File: src/rtl/data_source_gen.sv
// -----------------------------------------------------------------------------
// data_source_gen
//   Test-pattern source for the SSD controller datapath. Emits fixed-length
//   bursts on a valid/ready stream: beat 0 is a header carrying the burst
//   sequence number, beats 1..BURST_LEN-1 carry a payload selected by mode
//   (incrementing, PRBS, walking-one or constant). Stops only at burst ends.
//
// Ports
//   clk         clock
//   nRST        asynchronous reset, active low
//   en          run request, sampled in IDLE and at each burst end
//   mode        0 INCR, 1 PRBS, 2 WALK, 3 CONST; latched at burst start
//   data_ready  sink ready
//   data_out    beat data (registered)
//   data_valid  beat valid (registered)
//   data_last   final beat of burst (registered)
//   seq_num     sequence number of the current/next burst
// -----------------------------------------------------------------------------
module data_source_gen #(
  parameter int                DATA_W    = 8,
  parameter int                BURST_LEN = 256,
  parameter logic [DATA_W-1:0] SEED      = 8'h01,
  parameter logic [DATA_W-1:0] TAPS      = 8'hB8,
  parameter logic [DATA_W-1:0] CONST_VAL = 8'hA5
) (
  input  logic              clk,
  input  logic              nRST,
  input  logic              en,
  input  logic [1:0]        mode,
  input  logic              data_ready,
  output logic [DATA_W-1:0] data_out,
  output logic              data_valid,
  output logic              data_last,
  output logic [DATA_W-1:0] seq_num
);

  localparam int                BEAT_W    = $clog2(BURST_LEN);
  localparam logic [BEAT_W-1:0] LAST_BEAT = BEAT_W'(BURST_LEN - 1);
  // An all-zero Galois LFSR is stuck forever, so a zero seed becomes 1.
  localparam logic [DATA_W-1:0] LFSR_INIT = (SEED == '0) ? DATA_W'(1) : SEED;

  typedef enum logic [1:0] {S_IDLE, S_HDR, S_PAY} state_t;
  typedef enum logic [1:0] {M_INCR, M_PRBS, M_WALK, M_CONST} mode_t;

  state_t            state_q, state_n;
  mode_t             mode_q, mode_n;
  logic [BEAT_W-1:0] beat_q, beat_n;
  logic [DATA_W-1:0] seq_q, seq_n;
  logic [DATA_W-1:0] lfsr_q, lfsr_n;
  logic [DATA_W-1:0] walk_q, walk_n;
  logic [DATA_W-1:0] data_out_n;
  logic              valid_n, last_n;
  logic              accept;

  assign accept  = data_valid & data_ready;
  assign seq_num = seq_q;

  function automatic logic [DATA_W-1:0] payload(input mode_t             m,
                                                input logic [BEAT_W-1:0] b,
                                                input logic [DATA_W-1:0] lfsr,
                                                input logic [DATA_W-1:0] walk);
    case (m)
      M_INCR:  payload = DATA_W'(b);
      M_PRBS:  payload = lfsr;
      M_WALK:  payload = walk;
      default: payload = CONST_VAL;
    endcase
  endfunction

  // NOTE: every signal gets a default before the case so no path leaves it
  // unassigned; otherwise synthesis infers a latch.
  always_comb begin
    state_n = state_q;
    mode_n  = mode_q;
    beat_n  = beat_q;
    seq_n   = seq_q;
    lfsr_n  = lfsr_q;
    walk_n  = walk_q;

    case (state_q)
      S_IDLE: begin
        if (en) begin
          state_n = S_HDR;
          mode_n  = mode_t'(mode);
          beat_n  = '0;
        end
      end
      S_HDR: begin
        if (accept) begin
          state_n = S_PAY;
          beat_n  = BEAT_W'(1);
          walk_n  = DATA_W'(1);
        end
      end
      S_PAY: begin
        if (accept) begin
          // Header beats never reach here, so lfsr/walk advance on payload only.
          if (mode_q == M_PRBS)
            lfsr_n = (lfsr_q >> 1) ^ (lfsr_q[0] ? TAPS : '0);
          if (mode_q == M_WALK)
            walk_n = {walk_q[DATA_W-2:0], walk_q[DATA_W-1]};
          if (beat_q == LAST_BEAT) begin
            beat_n = '0;
            seq_n  = seq_q + DATA_W'(1);
            if (en) begin
              state_n = S_HDR;
              mode_n  = mode_t'(mode);
            end else begin
              state_n = S_IDLE;
            end
          end else begin
            beat_n = beat_q + BEAT_W'(1);
          end
        end
      end
      default: state_n = S_IDLE;
    endcase

    // Outputs are registered, so they are derived from the next-state values.
    // During a stall every next value equals the current one, so they hold.
    data_out_n = '0;
    valid_n    = 1'b0;
    last_n     = 1'b0;
    case (state_n)
      S_HDR: begin
        valid_n    = 1'b1;
        data_out_n = seq_n;
      end
      S_PAY: begin
        valid_n    = 1'b1;
        last_n     = (beat_n == LAST_BEAT);
        data_out_n = payload(mode_n, beat_n, lfsr_n, walk_n);
      end
      default: ;
    endcase
  end

  // NOTE: state registers use non-blocking assignments so every flop samples
  // pre-edge values regardless of statement order.
  always_ff @(posedge clk or negedge nRST) begin
    if (!nRST) begin
      state_q    <= S_IDLE;
      mode_q     <= M_INCR;
      beat_q     <= '0;
      seq_q      <= '0;
      lfsr_q     <= LFSR_INIT;
      walk_q     <= DATA_W'(1);
      data_out   <= '0;
      data_valid <= 1'b0;
      data_last  <= 1'b0;
    end else begin
      state_q    <= state_n;
      mode_q     <= mode_n;
      beat_q     <= beat_n;
      seq_q      <= seq_n;
      lfsr_q     <= lfsr_n;
      walk_q     <= walk_n;
      data_out   <= data_out_n;
      data_valid <= valid_n;
      data_last  <= last_n;
    end
  end

endmodule

File: config.mk
export PLATFORM = sky130hd
export DESIGN_NAME = data_source_gen
export DESIGN_NICKNAME = d
export VERILOG_FILES = /design/src/rtl/data_source_gen.sv
export SDC_FILE = /design/constraint.sdc
export NUM_CORES = 1
export LEC_CHECK = 0
export CAP_MARGIN = 10
export CORE_UTILIZATION = 40
export CTS_BUF_LIST = sky130_fd_sc_hd__clkbuf_8 sky130_fd_sc_hd__clkbuf_16
export DETAILED_ROUTE_END_ITERATION = 6
export PLACE_DENSITY = 0.65
export SYNTH_ARGS = -nofsm -noshare
export SYNTH_HDL_FRONTEND = slang
export SYNTH_SLANG_ARGS = --single-unit
export TNS_END_PERCENT = 100
File: constraint.sdc
create_clock -name clk -period 3 [get_ports clk]
set_input_delay 0.6 -clock clk [delete_from_list [all_inputs] [get_ports clk]]
set_output_delay 0.6 -clock clk [all_outputs]
set_load 0.05 [all_outputs]
Yosys cells after proc, flatten, opt, wreduce, memory -nomap -nowiden. Cells that the tools add are included.

Add/subtract/negate cells: 2. Bitwise gates (word level): 2. Equality and inequality tests: 10. Reduce and logical (&&, ||, !) cells: 3. Mux-type cells: 30.

Operator list (number): $mux 8 (14); $pmux 8 s3 (2); $pmux 8 s2 (2); $add 8x1->8 const B (2); $eq 8x8->1 const B (2); $mux 2 (7); $eq 2x1->1 const B (4); $eq 2x2->1 const B (4); $xor 7x8->8 (1); $pmux 2 s3 (1); $logic_not 2->1 (2); $pmux 2 s2 (1); $mux 1 (3); $reduce_or 2->1 (1); $and 1x1->1 (1).

Logic and storage cells: 56. Bits of input ports: 6. Output and inout port bits: 18. Flip-flop bits (word level): 46.

Logic depth before layout (Yosys ltp).
Depth in word-level cells: 7. Gate-level depth with buffers: 14. Gate-level depth less buffers: 13.

Worst setup path before layout. Ideal clock, no wire load.

Kind: reg2reg. Start point: register data_valid. End point: register data_out[7]. Period minus slack after synthesis: 2.550 ns. Path slack: 0.450 ns. Stages on the path, launching flop included: 11. Data arrival time: 2.483 ns. Library setup time: 0.067 ns. Path through: dfrtp_1 and2_1 nand3_1 mux2_2 nand2_1 a31o_2 ha_1 nor2b_1 nand2_1 nor2_1 a221o_1.

Longest elaborated chain between the ends: 6.

Ends and longest elaborated chain: start, declared (RTL line 32) `output logic data_valid,`; start signal, assigned (RTL line 159) `data_valid <= valid_n;`; $and 1x1->1 * (RTL line 55) `assign accept = data_valid & data_ready;`; $mux 2 (RTL line 96) `if (accept) begin`; $pmux 2 s2 (RTL line 80) `case (state_q)`; $eq 2x2->1 (tied with other cells) (RTL line 62) `case (m)`; $pmux 8 s3 (RTL line 62); $pmux 8 s2 * (RTL line 124) `case (state_n)`; net data_out_n[7] (RTL line 51) `logic [DATA_W-1:0] data_out_n;`; end signal, assigned (RTL line 158) `data_out <= data_out_n;`; end, declared (RTL line 31) `output logic [DATA_W-1:0] data_out,`.

The timed path passes the listed nets; every way through them passes the cells marked *.

Worst setup path after layout.
Start point: register beat_q[0]. End point: register data_out[7].

Longest elaborated chain between the ends: 7.

Ends and longest elaborated chain: start, declared (RTL line 47) `logic [BEAT_W-1:0] beat_q, beat_n;`; start signal, assigned (RTL line 154) `beat_q <= beat_n;`; parallel branches: the longest is 6 deep, another holds $add 8x1->8; $pmux 8 s2 * (RTL line 124); net data_out_n[7] (RTL line 51).

Mark *: on every way through the listed nets, which the timed path passes.

==> impl_metrics.json <==
{
  "status": "complete, no violations",
  "core_um2": 6310,
  "clk_path_buf_depth": 2,
  "place_congestion": 0.860,
  "fin_ws_ns": 0.257,
  "vias": 2060,
  "synth.cell_area_um2": 2600,
  "post-place-ws_ns": 0.0315,
  "drtIter0Drc": 91,
  "critPathLaunchType": "flip-flop",
  "syn_nets": 255,
  "crit_path_end_kind": "flip-flop",
  "grt_overflow": 0,
  "io_buffers": 23,
  "utilization": 0.489,
  "fin_tns_setup_ns": 0,
  "wire_per_inst_um": 16.9,
  "final-setup-viol-count": 0,
  "hold_viol": 0,
  "drt-vias-per-instance": 5.79,
  "first_pass_iters": 4,
  "routed_wl_um": 6010,
  "finalCriticalPeriod_ns": 2.74,
  "synthFlopType": "dfrtp_1",
  "clk_pin_slew_ns": 0.09,
  "final_net_count": 292,
  "synth_seq_area_share": 0.443,
  "grt_pass1_wl_um": 9640,
  "drive_gt1_frac": 0.201,
  "area_growth_pct": 18.7,
  "cpPeakStageDelay_ns": 0.41,
  "maxCapViolCount": 0,
  "die_h_um": 82.7,
  "whs_ns": 0.460,
  "grt_max_degree": 47,
  "drv_slew": 0,
  "drc_errors": 0,
  "cts_hold_buf": 0,
  "synth_seq_cells": 46,
  "synth_edf_count": 0,
  "avgSynthCellArea_um2": 10.8,
  "cts_root_buf": "clkbuf_8",
  "grt.total_usage": 0.191,
  "die_x_um": 82.7,
  "io-pin-count": 24,
  "register_area_um2": 1150,
  "synth.distinct_cells": 61,
  "hold_class": "in2async",
  "worst_pin_slew_ns": 0.987,
  "diodes": 0,
  "multiInputGateArea_um2": 1330,
  "rsz0062_at_grt": "false",
  "crit_type": "reg2reg",
  "htreeDepth": 2,
  "antenna_found_initial": 0,
  "max_freq_mhz": 365,
  "num-fill-cells": 602,
  "async_flop_share": 1.00,
  "cp_slowest_cell": "dfrtp_1",
  "clock_sinks": 46,
  "crit_chain": "ha_1 > and3_1 > nand3_1 > mux2_2 > nand2_1 > a31o_2 > ha_1 > nor2b_1 > buf_4 > nand2_1 > nor2_1 > a221o_1",
  "ff2ff_setup_slack_ns": 0.26,
  "start_util": 0.412,
  "yosysWarningCount": 0,
  "cts_made_buffers": 5,
  "finalCritPeriodShare": 0.914,
  "grt_pass1_vias": 1898,
  "dp_hpwl_um": 4570,
  "syn_inst": 241,
  "cts_tree": "built",
  "fp-row-count": 29,
  "dieArea_um2": 6830,
  "crit_arrival_ns": 2.92,
  "slew-limit-headroom": 0.342,
  "cp_data_required_time_ns": 3.18,
  "fin_skew_ns": 0.00815,
  "p_leak_nw": 1.39,
  "path_max_fanout": 6,
  "final_antenna_net_count": 0,
  "power_density_nw_per_um2": 778,
  "worstSkewPairLatency_ns": 0.30,
  "peakVddDrop_uv": 428
}
## where the power goes
part / switching [mW] / leakage (nW) / internal (mW)
combinational: 0.720 / 0.708 / 0.465
clock: 0.198 / 0.0556 / 0.245
sequential: 0.0746 / 0.621 / 0.700
## stage by stage
stage | instances | total power [mW] | cell area, um^2
2_1_floorplan | 241 | 1.66 | 2600
3_3_place_gp | 348 | 1.94 | 2980
3_5_place_dp | 348 | 1.96 | 2980
4_1_cts | 356 | 2.41 | 3090
5_1_grt | 356 | 2.57 | 3090
6_report | 356 | 2.40 | 3090
## logic make-up after synthesis
kind of cell,share of synthesized area
AOI/OAI and AO/OA,0.189
DFF,0.443
xor gates and xnor gates,0.0365
muxes,0.0529
and+or+nand+nor,0.193
adders and majority gates,0.0385
buffers and inverters,0.0466
## registers in the layout (all words and copies together), names as in the netlist
| register | flops |
|---|---|
| beat_q | 8 |
| data_out | 8 |
| data_valid | 1 |
| mode_q | 2 |
| lfsr_q | 8 |
| state_q | 2 |
| seq_num | 8 |
| walk_q | 8 |
| data_last | 1 |
## worst max-delay path, delay by kind of cell, from the launching register on
family / cells / cell delay, ns
compound gates: 2 / 0.54
fa+ha+maj: 2 / 0.58
buf+inv: 1 / 0.15
flops: 1 / 0.41
mux: 1 / 0.25
simple gates: 6 / 0.70
## cell type report
cell class,instances,share of cell area
multi-input cells,172,0.430
flip-flops and latches,46,0.373
repair buffers,39,0.112
well taps,77,0.0312
clock buffers,5,0.0223
inverters,14,0.0186
clock inverters,3,0.0134
## layout by cell type (no fill, tap or decap), types with 3 or more instances in the layout
master and n:
nand2_1 16, o41ai_1 3, dfrtp_1 44, clkdlybuf4s50_1 22, nor2_1 11, ha_1 8
a22o_1 9, a21oi_1 10, a211o_1 3, inv_1 12, and3_1 3, xnor2_1 9
nand4_1 6, nand3_1 9, nor3_2 5, clkbuf_8 5, o21ai_0 9, a31oi_1 3
mux2_2 6, buf_4 16, a32oi_1 4, nor3_1 4, nor2b_1 4, mux2i_1 4
## final timing paths
kind / start / to / cells past startpoint
max: beat_q[0] / data_out[7] / 12
min: nRST / seq_num[4] / 1
max reg2reg: beat_q[0] / data_out[7] / 12
min reg2reg: walk_q[5] / walk_q[6] / 1
max in group asynchronous: nRST / data_out[5] / 1
min in group clk: walk_q[5] / walk_q[6] / 1
## repair_timing
item,in CTS,in global routing
buffers inserted,0,0
endpoints found under the setup margin,0,1
resized for setup,0,1
## cells in the mapped netlist, types with 3 or more instances
cell type | count | area [um^2]
mux2i_1 | 4 | 40.0
o21ai_0 | 10 | 50.1
ha_1 | 8 | 100
a22o_1 | 9 | 78.8
o41ai_1 | 3 | 26.3
nand2_1 | 16 | 60.1
a32oi_1 | 4 | 35.0
nand4_1 | 6 | 37.5
nor3_1 | 4 | 20.0
a21oi_1 | 10 | 50.1
inv_1 | 11 | 41.3
a211o_1 | 3 | 26.3
buf_2 | 3 | 15.0
nand3_1 | 9 | 45.0
and3_1 | 3 | 18.8
buf_6 | 3 | 33.8
xnor2_1 | 9 | 78.8
dfrtp_1 | 44 | 1100
nor2b_1 | 4 | 25.0
nor2_1 | 11 | 41.3
a31oi_1 | 3 | 18.8
mux2_2 | 6 | 67.6
nor3_2 | 5 | 50.1
## routing by layer
layer  GRT usage  vias up  routed length (um)
met1       0.271     1036                2830
met2       0.307       44                2880
met4      0.0414        0                  52
li1            -      974                   -
met3      0.0308        6                 241
met5           0        -                   0
Power figures use the tool's default switching activity.
